File: src/rtl/uart_frame_parser.sv
// uart_frame_parser: turns the UART receiver's byte strobe into checked
// command frames (0x55 0xAA, LEN, payload, checksum). The payload is buffered
// and, if the checksum matches, replayed downstream as a valid/ready byte
// stream with a last-byte marker.
module uart_frame_parser #(
    parameter int CLK_FRE     = 50,
    parameter int MAX_LEN     = 16,
    parameter int TIMEOUT_CYC = CLK_FRE * 1000
) (
    input  logic       clk,
    input  logic       rst_n,
    input  logic       in_valid,
    input  logic [7:0] in_data,
    output logic       m_valid,
    input  logic       m_ready,
    output logic [7:0] m_data,
    output logic       m_last,
    output logic [7:0] frame_len,
    output logic       frame_ok,
    output logic       frame_err,
    output logic       overrun
);

    localparam int            AW        = (MAX_LEN > 1) ? $clog2(MAX_LEN) : 1;
    localparam int            TW        = $clog2(TIMEOUT_CYC + 1);
    localparam logic [TW-1:0] TMO_LAST  = TW'(TIMEOUT_CYC - 1);
    localparam logic [7:0]    MAX_LEN_B = 8'(MAX_LEN);

    typedef enum logic [2:0] {
        ST_HUNT0,
        ST_HUNT1,
        ST_LEN,
        ST_PAYLOAD,
        ST_CSUM,
        ST_OUT
    } state_e;

    state_e        state_q,      state_d;
    logic          prev_valid_q, prev_valid_d;
    logic [7:0]    sum_q,        sum_d;
    logic [7:0]    wr_idx_q,     wr_idx_d;
    logic [7:0]    rd_idx_q,     rd_idx_d;
    logic [7:0]    frame_len_q,  frame_len_d;
    logic [TW-1:0] tmo_q,        tmo_d;
    logic          m_valid_q,    m_valid_d;
    logic [7:0]    m_data_q,     m_data_d;
    logic          m_last_q,     m_last_d;
    logic          frame_ok_q,   frame_ok_d;
    logic          frame_err_q,  frame_err_d;
    logic          overrun_q,    overrun_d;

    logic [7:0]    pay_mem_q [MAX_LEN];
    logic          mem_we;
    logic          byte_stb;
    logic          tmo_active;
    logic [7:0]    rd_nxt;
    logic [7:0]    mem_cur;
    logic [7:0]    mem_nxt;

    // The receiver holds in_valid for several cycles; only its rising edge is a byte.
    assign byte_stb   = in_valid & ~prev_valid_q;
    assign tmo_active = (state_q == ST_HUNT1) || (state_q == ST_LEN) ||
                        (state_q == ST_PAYLOAD) || (state_q == ST_CSUM);
    assign rd_nxt     = rd_idx_q + 8'd1;
    assign mem_cur    = pay_mem_q[rd_idx_q[AW-1:0]];
    assign mem_nxt    = pay_mem_q[rd_nxt[AW-1:0]];

    // Next-state logic: frame parsing, timeout, and output-stream sequencing.
    always_comb begin
        // NOTE: every variable gets a default before any branch so no path can infer a latch.
        state_d      = state_q;
        prev_valid_d = in_valid;
        sum_d        = sum_q;
        wr_idx_d     = wr_idx_q;
        rd_idx_d     = rd_idx_q;
        frame_len_d  = frame_len_q;
        m_valid_d    = m_valid_q;
        m_data_d     = m_data_q;
        m_last_d     = m_last_q;
        frame_ok_d   = 1'b0;
        frame_err_d  = 1'b0;
        overrun_d    = 1'b0;
        mem_we       = 1'b0;

        // A byte always clears the timer, so it wins over a same-cycle expiry.
        if (byte_stb || !tmo_active) begin
            tmo_d = '0;
        end else begin
            tmo_d = tmo_q + 1'b1;
        end

        case (state_q)
            ST_HUNT0: begin
                if (byte_stb && in_data == 8'h55) state_d = ST_HUNT1;
            end
            ST_HUNT1: begin
                if (byte_stb) begin
                    if (in_data == 8'hAA)      state_d = ST_LEN;
                    else if (in_data != 8'h55) state_d = ST_HUNT0;
                end
            end
            ST_LEN: begin
                if (byte_stb) begin
                    if (in_data == 8'd0 || in_data > MAX_LEN_B) begin
                        frame_err_d = 1'b1;
                        state_d     = ST_HUNT0;
                    end else begin
                        frame_len_d = in_data;
                        sum_d       = in_data;
                        wr_idx_d    = 8'd0;
                        state_d     = ST_PAYLOAD;
                    end
                end
            end
            ST_PAYLOAD: begin
                if (byte_stb) begin
                    mem_we   = 1'b1;
                    sum_d    = sum_q + in_data;
                    wr_idx_d = wr_idx_q + 8'd1;
                    if (wr_idx_q == frame_len_q - 8'd1) state_d = ST_CSUM;
                end
            end
            ST_CSUM: begin
                if (byte_stb) begin
                    if (in_data == sum_q) begin
                        frame_ok_d = 1'b1;
                        rd_idx_d   = 8'd0;
                        state_d    = ST_OUT;
                    end else begin
                        frame_err_d = 1'b1;
                        state_d     = ST_HUNT0;
                    end
                end
            end
            ST_OUT: begin
                // Bytes arriving while the buffer drains are dropped, never parsed.
                overrun_d = byte_stb;
                if (!m_valid_q) begin
                    // First cycle after frame_ok: present byte 0.
                    m_valid_d = 1'b1;
                    m_data_d  = mem_cur;
                    m_last_d  = (rd_idx_q == frame_len_q - 8'd1);
                end else if (m_ready) begin
                    if (m_last_q) begin
                        m_valid_d = 1'b0;
                        m_data_d  = 8'd0;
                        m_last_d  = 1'b0;
                        rd_idx_d  = 8'd0;
                        state_d   = ST_HUNT0;
                    end else begin
                        rd_idx_d = rd_nxt;
                        m_data_d = mem_nxt;
                        m_last_d = (rd_nxt == frame_len_q - 8'd1);
                    end
                end
            end
            default: state_d = ST_HUNT0;
        endcase

        // Inter-byte timeout abandons a partial frame.
        if (!byte_stb && tmo_active && tmo_q == TMO_LAST) begin
            frame_err_d = 1'b1;
            state_d     = ST_HUNT0;
            tmo_d       = '0;
        end
    end

    // State and registered outputs; reset discards any frame in progress.
    always_ff @(posedge clk or negedge rst_n) begin
        if (!rst_n) begin
            state_q      <= ST_HUNT0;
            prev_valid_q <= 1'b0;
            sum_q        <= 8'd0;
            wr_idx_q     <= 8'd0;
            rd_idx_q     <= 8'd0;
            frame_len_q  <= 8'd0;
            tmo_q        <= '0;
            m_valid_q    <= 1'b0;
            m_data_q     <= 8'd0;
            m_last_q     <= 1'b0;
            frame_ok_q   <= 1'b0;
            frame_err_q  <= 1'b0;
            overrun_q    <= 1'b0;
        end else begin
            // NOTE: non-blocking assignments so every flop samples the pre-edge values.
            state_q      <= state_d;
            prev_valid_q <= prev_valid_d;
            sum_q        <= sum_d;
            wr_idx_q     <= wr_idx_d;
            rd_idx_q     <= rd_idx_d;
            frame_len_q  <= frame_len_d;
            tmo_q        <= tmo_d;
            m_valid_q    <= m_valid_d;
            m_data_q     <= m_data_d;
            m_last_q     <= m_last_d;
            frame_ok_q   <= frame_ok_d;
            frame_err_q  <= frame_err_d;
            overrun_q    <= overrun_d;
        end
    end

    // Payload buffer write port.
    // NOTE: the buffer has no reset; it is always written before it is read.
    always_ff @(posedge clk) begin
        if (mem_we) pay_mem_q[wr_idx_q[AW-1:0]] <= in_data;
    end

    assign m_valid   = m_valid_q;
    assign m_data    = m_data_q;
    assign m_last    = m_last_q;
    assign frame_len = frame_len_q;
    assign frame_ok  = frame_ok_q;
    assign frame_err = frame_err_q;
    assign overrun   = overrun_q;

endmodule

File: config.mk
export PLATFORM = sky130hd
export DESIGN_NAME = uart_frame_parser
export DESIGN_NICKNAME = d
export VERILOG_FILES = /design/src/rtl/uart_frame_parser.sv
export SDC_FILE = /design/constraint.sdc
export NUM_CORES = 1
export LEC_CHECK = 0
export CAP_MARGIN = 0
export CORE_MARGIN = 4
export CORE_UTILIZATION = 31
export DETAILED_ROUTE_END_ITERATION = 8
export MAX_ROUTING_LAYER = met4
export SETUP_SLACK_MARGIN = 0.4
export SLEW_MARGIN = 20
export SYNTH_ARGS = -nofsm -noshare
export SYNTH_HDL_FRONTEND = slang
export SYNTH_SLANG_ARGS = --single-unit
File: constraint.sdc
create_clock -name clk -period 2.6 [get_ports clk]
set_clock_uncertainty 0.05 [all_clocks]
set_input_delay 0.52 -clock clk [delete_from_list [all_inputs] [get_ports clk]]
set_output_delay 0.52 -clock clk [all_outputs]
set_load 0.03 [all_outputs]
# Word level (Yosys, flattened, before mapping)
# Memory sizes are Yosys's and may differ from the RTL's.
# Cells that the tools add are included.
# totals
mem_bits_ro	0
ram_bits	128
reg_bits	65
memories	1
in_bits	12
output_inout_bits	21
latchBits	0
elab_cells	127
# classes
reduce_logical	19
div_mod_pow	0
n_mux	54
shifts	0
mul	0
n_addsub	5
bitwise	3
eq_ne	31
order_cmp	1
# memory_table
name	words	width	rd	rd_clocked_by_memory_dff	wr	line_no	rtl
pay_mem_q	16	8	2	0	1	52	logic [7:0] pay_mem_q [MAX_LEN];
# ops
op	n
$mux W8	14
$pmux W8 S2	3
$mux W3	13
$eq A8 B8 Y1	4
$mux W16	2
$mux W1	19
$pmux W3 S6	1
$add A16 B1 Y16 const B	1
$add A8 B1 Y8 const B	2
$eq A16 B16 Y1 const B	1
$ne A2 B2 Y1 const B	7
$ne A3 B2 Y1 const B	4
$ne A3 B3 Y1 const B	4
$reduce_and A10 Y1	1
$add A8 B8 Y8	1
$eq A8 B7 Y1 const B	1
$eq A8 B8 Y1 const B	1
$gt A8 B5 Y1 const B	1
$logic_not A8 Y1	1
$ne A8 B7 Y1 const B	1
$sub A8 B1 Y8 const B	1
$eq A3 B2 Y1 const B	2
$eq A3 B3 Y1 const B	2
$logic_or A1 B1 Y1	5
other kinds (16)	21

# Longest topological paths before layout
# Gate-level depths: netlist of the first run.
# depth
depth_word	8
ltp_mapped	9
ltp_nobuf	9

# Least setup slack after synthesis of the first run
# OpenSTA, ideal clock, no wires.
# synth_path
path_kind	reg2reg
startpoint	reg rd_idx_q[0]
endpoint	reg m_data_q[4], in the netlist m_data[4]
synth_period_minus_slack_ns	2.548
stages_incl_launch_ff	9
n_path_buf	3
setup_time_ns	0.126
slack_ns	0.052
arrival_ns	2.372
required_time_ns	2.424
cell_sequence	dfrtp_1 > ha_1 > buf_2 > buf_4 > buf_2 > mux4_2 > mux2i_1 > a21oi_1 > a221o_1
# synth_between
elab_chain_cells	5
# synth_lines
element	line_no	rtl
from (decl)	42	logic [7:0] rd_idx_q, rd_idx_d;
from (signal assigned)	190	rd_idx_q <= rd_idx_d;
$add A8 B1 Y8	64	assign rd_nxt = rd_idx_q + 8'd1;
$mem_v2 Z16 W8 (*)	-	
$mux W8	144	if (m_last_q) begin
$mux W8	143	end else if (m_ready) begin
$mux W8 (*)	138	if (!m_valid_q) begin
to (signal assigned)	194	m_data_q <= m_data_d;
to (decl)	46	logic [7:0] m_data_q, m_data_d;
# Every way passes the cells marked *; elsewhere a longest branch is shown, timed or not. The select of a mux whose other input is x is not followed.
# A chain may end at the register's enable or synchronous reset.

# Worst setup path in the final report of the first run
# layout_path
startpoint	reg rd_idx_q[0]
endpoint	reg m_data_q[6], in the netlist m_data[6]
# Same word-level chain as after synthesis.

==> results.yml, run 1 <==
clock_tree:
  cts_buffers: 17
  cts_tree: "built"
  max-clock-path-buffers: 2
  cts_num_sinks: 193
  clk_pin_slew_ns: 0.07
  htree_num_levels: 4
  root_buffer: "clkbuf_16"
  insertion_delay_ns: 0.44
grt:
  grt.overflow.total: 0
  grt_pass1_wl_um: 40600
  grt_start_max_net_pins: 52
  track_usage_pct: 15.4
  grt_pass1_vias: 6793
  antenna_found_initial: 0
pwr:
  p_per_area_mw_per_mm2: 916
  peakVddDrop_mv: 0.523
  p_total_mw: 11.5
  leakage_nw: 4.58
worst_setup_path:
  crit_start: "rd_idx_q[0]"
  endpoint: "m_data[6]"
  cp_max_fo: 11
  r2r_end: "m_data[6]"
  endpoint_kind: "register"
  cp_data_arrival_time_ns: 2.71
  required_ns: 2.87
  start_kind: "register"
  r2r_cells: 7
  path_class: "reg -> reg"
  rrSetupSlack_ns: 0.15
  r2r-start: "rd_idx_q[0]"
sta:
  final.period_utilization_pct: 94.1
  layout_min_cycle_time_ns: 2.45
  slew_headroom_pct: 70.4
  drv_slew: 0
  fin_ws_ns: 0.152
  fmax_mhz: 409
  finalSetupViolCount: 0
  hold_violations: 0
  tightest_slew_ns: 0.443
  rsz0062_at_grt: "yes"
routing:
  wl_per_cell_um: 21.7
  num_vias: 6910
  dr.first_iter.drc_count: 549
  drcViolationCount: 0
  via_per_inst: 5.47
  drt_pass1_iterations: 5
  ant_nets: 0
  totalWireLength_um: 27500
floorplanning:
  die_x_um: 188
  ios: 33
  die_area_sq_mm: 0.0352
  coreArea_sq_mm: 0.0316
  initial_core_util_pct: 31.6
  rows: 65
  die_h_um: 188
yosys:
  synthAdderAreaFrac_pct: 2.05
  synth_edf_count: 128
  synth_xor_area_share_pct: 4.63
  synth_commonest_cells: "edfxtp_1 (128), mux4_2 (72), dfrtp_1 (65)"
  syn_inst: 728
  synth_top_area_share_pct: 38.5
  postSynthRegisterBits: 193
  synth_area_sq_mm: 0.00999
  synth-simple-area-share_pct: 11.7
  synth_mux_area_share_pct: 17.3
  synth_top_family_by_area: "multiplexers"
  ys_types: 66
  syn_nets: 755
  yosys-top-cells-area: "edfxtp_1 (38%), dfrtp_1 (16%), mux4_2 (16%), xnor2_1 (2.5%), xor2_1 (2.0%)"
  async_reset_ff_share_pct: 33.7
  yosysWarnings: 0
  yosys.area.top_type: "edfxtp_1"
  synth_compound_area_share_pct: 6.89
  yosysSeqAreaShare_pct: 54.7
  synth_area_per_cell_sq_um: 13.7
  synth_ff_type: "edfxtp_1"
  yosysMostFrequentCell: "edfxtp_1"
placed_design:
  preCtsSetupSlack_ns: -0.396
  port_buffers: 32
  placedInstanceArea_sq_mm: 0.0115
  gp_congestion: 0.812
  post-dp-hpwl_um: 17300
finish:
  antennaDiodeCount: 0
  drive_gt1_share_pct: 30.6
  final_area_sq_mm: 0.0126
  nets: 876
  area_growth_pct: 25.9
  fillers: 2891
outcome:
  outcome: "completed"
min_path:
  hold_path.class: "in -> async"
run:
  maxCapViolCount: 0
==> routing by layer <==
layer | vias up | wire length [um] | track usage [%]
li1 | 3069 | - | -
met1 | 3558 | 11000 | 18.7
met2 | 244 | 14500 | 26.5
met3 | 39 | 1440 | 2.85
met4 | 0 | 545 | 4.71
met5 | - | 0 | -
==> worst max-delay path, stage by stage, from the launching register on <==
cell	delay (ns)
dfrtp_4	0.51
ha_4	0.31
buf_12	0.16
buf_12	0.17
mux4_2	0.53
a211oi_2	0.25
a21oi_1	0.07
a221o_1	0.29
==> how the worst min path moves through the flow <==
stage | from | slack [ns] | endpoint | cells past startpoint
2_1_floorplan | rst_n | 0.17 | frame_err | 0
3_3_place_gp | rst_n | 0.28 | frame_len[5] | 1
3_5_place_dp | rst_n | 0.29 | frame_len[5] | 1
4_1_cts | rst_n | 0.35 | frame_len[5] | 2
5_1_grt | rst_n | 0.37 | frame_len[5] | 2
6_report | rst_n | 0.37 | frame_len[5] | 2
==> cell type report <==
class / instances / area (sq um) / share of cell area (%)
Clock buffer: 22 / 444 / 3.53
Clock inverter: 10 / 113 / 0.895
Inverter: 14 / 52.6 / 0.418
Multi-Input combinational cell: 478 / 4450 / 35.4
Sequential cell: 193 / 5480 / 43.6
Tap cell: 402 / 503 / 4.00
Timing Repair Buffer: 145 / 1530 / 12.2
==> placed cells by master (no fill, tap or decap), types with 12 or more instances in the layout <==
cell and n:
edfxtp_1 128, buf_4 79, mux4_2 72, dfrtp_1 57, nor2_1 48, nand2_1 48
o21ai_0 28, xnor2_1 27, a21oi_1 23, xor2_1 22, clkbuf_16 20, buf_12 17
clkdlybuf4s50_1 15, and3_1 14, nand3_1 13, dlygate4sd2_1 13, inv_1 12
==> state kept, by name, indices dropped and copies added (netlist names) <==
register and cells:
state_q 3, tmo_q 16, frame_ok 1, m_data 8
frame_err 1, frame_len 8, m_last 1, m_valid 1
pay_mem_q 128, wr_idx_q 8, sum_q 8, prev_valid_q 1
overrun 1, rd_idx_q 8
==> power breakdown <==
| group | switching, mW | internal (mW) | total (mW) | leakage, nW |
|---|---|---|---|---|
| Sequential | 0.300 | 3.52 | 3.82 | 2.00 |
| Clock | 1.14 | 1.42 | 2.56 | 0.272 |
| Combinational | 2.37 | 2.77 | 5.14 | 2.31 |
| Total | 3.82 | 7.71 | 11.5 | 4.58 |
==> kinds of logic (layout without fill, tap and decap cells) <==
family / after synthesis / after routing
compound gates: 104 / 104
xor+xnor: 52 / 52
fa+ha+maj: 16 / 16
buf+inv: 57 / 191
flops: 193 / 193
mux: 83 / 83
simple gates: 223 / 223
==> stage by stage <==
step | hold WS, ns | utilization, % | cells | TNS [ns]
finish | 0.372 | 39.8 | 1264 | 0
global placement | 0.285 | 36.2 | 1200 | -6.38
floorplan | 0.174 | - | 728 | 0
detailed placement | 0.286 | 36.2 | 1200 | -6.84
CTS | 0.355 | 39.2 | 1255 | 0
global route | 0.373 | 39.8 | 1264 | 0
==> repair_timing <==
| item | CTS | global route |
|---|---|---|
| setup buffers | 19 | 5 |
| gates cloned | 3 | 4 |
| gates resized for setup | 55 | 19 |
| endpoints found under the hold margin | 1 | 0 |
| pin swaps | 13 | 12 |
| hold buffers | 1 | 0 |
| setup endpoints to repair | 45 | 54 |
(Power assumes the default switching activity.)
==> inputs of run 2 (changes only) <==
--- a/config.mk
+++ b/config.mk
@@ -7,9 +7,11 @@
 export LEC_CHECK = 0
 export CAP_MARGIN = 0
 export CORE_MARGIN = 4
-export CORE_UTILIZATION = 31
+export CORE_UTILIZATION = 50
+export CTS_CLUSTER_DIAMETER = 200
 export DETAILED_ROUTE_END_ITERATION = 8
 export MAX_ROUTING_LAYER = met4
+export PLACE_DENSITY = 0.7
 export SETUP_SLACK_MARGIN = 0.4
 export SLEW_MARGIN = 20
 export SYNTH_ARGS = -nofsm -noshare
==> run 2 against run 1 <==
Compared with the run above:
- setup slack got worse by 0.064 ns
- sequential power barely moved
- wire length fell by 9.3%
- total power fell by 1.9%
- design area fell by 3.4%
- critical endpoint is now m_data[0]
- highest routed layer unchanged
==> results.yml, run 2 (synthesized netlist as in run 1, its figures left out) <==
placed_design:
  post-dp-hpwl_um: 16500
  port_buffers: 32
  gp_congestion: 0.883
sta:
  drv_slew: 0
  layout_min_cycle_time_ns: 2.51
  slew_headroom_pct: 66.9
  tns_ns: 0
  hold_violations: 0
  final.period_utilization_pct: 96.6
  tightest_slew_ns: 0.495
  finalSetupViolCount: 0
  rsz0062_at_grt: "yes"
  fmax_mhz: 398
finish:
  final_cell_mix: "edfxtp_1 (128), buf_4 (74), mux4_2 (72)"
  fillers: 1449
  nets: 855
  largest_reg_flops: 128
  final_common_cell: "edfxtp_1"
  area_growth_pct: 21.6
  drive_gt1_share_pct: 29.8
  antennaDiodeCount: 0
floorplanning:
  die_x_um: 149
  coreArea_sq_mm: 0.0196
  rows: 51
  die_h_um: 149
  ios: 33
  initial_core_util_pct: 51.0
  die_area_sq_mm: 0.0223
pwr:
  p_per_area_mw_per_mm2: 930
  leakage_nw: 4.48
  p_total_mw: 11.3
  peakVddDrop_mv: 0.461
grt:
  grt_pass1_wl_um: 38700
  grt_pass1_vias: 6783
  grt_start_max_net_pins: 66
  track_usage_pct: 23.5
  grt.overflow.total: 0
  antenna_found_initial: 0
worst_setup_path:
  start_kind: "register"
  rrSetupSlack_ns: 0.09
  path_cells: "ha_4, buf_12, buf_4, mux4_2, nor2b_1, a211oi_2, a21oi_1, a221o_1"
  cp_data_arrival_time_ns: 2.78
  path_class: "reg -> reg"
  endpoint_kind: "register"
  slowest_delay_ns: 0.50
  cp_slowest_cell: "dfrtp_4"
  required_ns: 2.87
  cp_max_fo: 8
  r2r_cells: 8
routing:
  via_per_inst: 6.13
  drcViolationCount: 0
  ant_nets: 0
  drt_pass1_iterations: 5
  num_vias: 6780
  totalWireLength_um: 24900
  wl_per_cell_um: 22.5
  dr.first_iter.drc_count: 447
run:
  maxCapViolCount: 0
clock_tree:
  max-clock-path-buffers: 2
  htree_num_levels: 4
  insertion_delay_ns: 0.44
  cts_num_sinks: 193
  ctsHoldBuffers: 0
  cts_tree: "built"
  clk_pin_slew_ns: 0.08
  cts_buffers: 17
  root_buffer: "clkbuf_16"
min_path:
  hold_path.class: "in -> async"
outcome:
  outcome: "completed"
run 2: cell count changes in the layout (fill, tap and decap cells not counted), moves of 3 or more:
cell	before	now
buf_12	17	8
buf_4	79	74
clkbuf_1	5	0
dlygate4sd2_1	13	9
o21ai_0	28	24
and2_1	11	8
and2_2	0	3
buf_16	3	0
buf_6	7	4
dlymetal6s2s_1	1	4
o21ai_1	2	5
run 2: per-layer routing:
metal | global-route usage (%) | vias up | routed length (um)
li1 | - | 3016 | -
met1 | 32.1 | 3460 | 10400
met2 | 37.0 | 260 | 12400
met3 | 4.35 | 44 | 1570
met4 | 6.27 | 0 | 534
met5 | - | - | 0
run 2: per-stage QoR:
stage | setup WS (ns) | instances | area, sq um | util, % | hold WS, ns
2_1_floorplan | 0.299 | 728 | 10100 | - | 0.174
3_3_place_gp | -0.218 | 1053 | 11100 | 56.7 | 0.389
3_5_place_dp | -0.281 | 1053 | 11100 | 56.7 | 0.416
4_1_cts | 0.121 | 1096 | 11900 | 60.8 | 0.0531
5_1_grt | 0.0344 | 1106 | 12200 | 62.0 | 0.0689
6_report | 0.0885 | 1106 | 12200 | 62.0 | 0.0391
run 2: cell type report:
type | instances | area (sq um) | share of cell area, %
Tap cell | 265 | 332 | 2.73
Inverter | 14 | 52.6 | 0.432
Timing Repair Buffer | 124 | 1210 | 9.94
Clock buffer | 18 | 439 | 3.61
Sequential cell | 193 | 5480 | 45.1
Multi-Input combinational cell | 478 | 4470 | 36.8
Clock inverter | 14 | 171 | 1.41
run 2: timing repair:
item	4_1_cts	5_1_grt
pin swaps	13	13
gates cloned	1	3
setup endpoints to repair	29	71
hold endpoints to repair	0	0
buffers inserted	10	7
gates resized for setup	35	41
run 2: power by group:
part,switching (mW),leakage [nW],internal [mW]
clock network,1.22,0.296,1.48
registers,0.311,2.00,3.52
logic,2.23,2.19,2.54
run 2: worst max-delay path: cells and delay by family (launching register included):
family          cells  cell delay, ns
mux                 1            0.50
buf+inv             2            0.25
flops               1            0.50
compound gates      3            0.59
simple gates        1            0.16
fa+ha+maj           1            0.34
run 2: path summary, 6_finish.rpt:
check,from,end
setup / recovery,rd_idx_q[0],m_data[0]
hold / removal,rst_n,rd_idx_q[5]
setup reg to reg,rd_idx_q[0],m_data[0]
hold reg to reg,tmo_q[0],tmo_q[0]
max in group asynchronous,rst_n,state_q[0]
min in group clk,tmo_q[0],tmo_q[0]
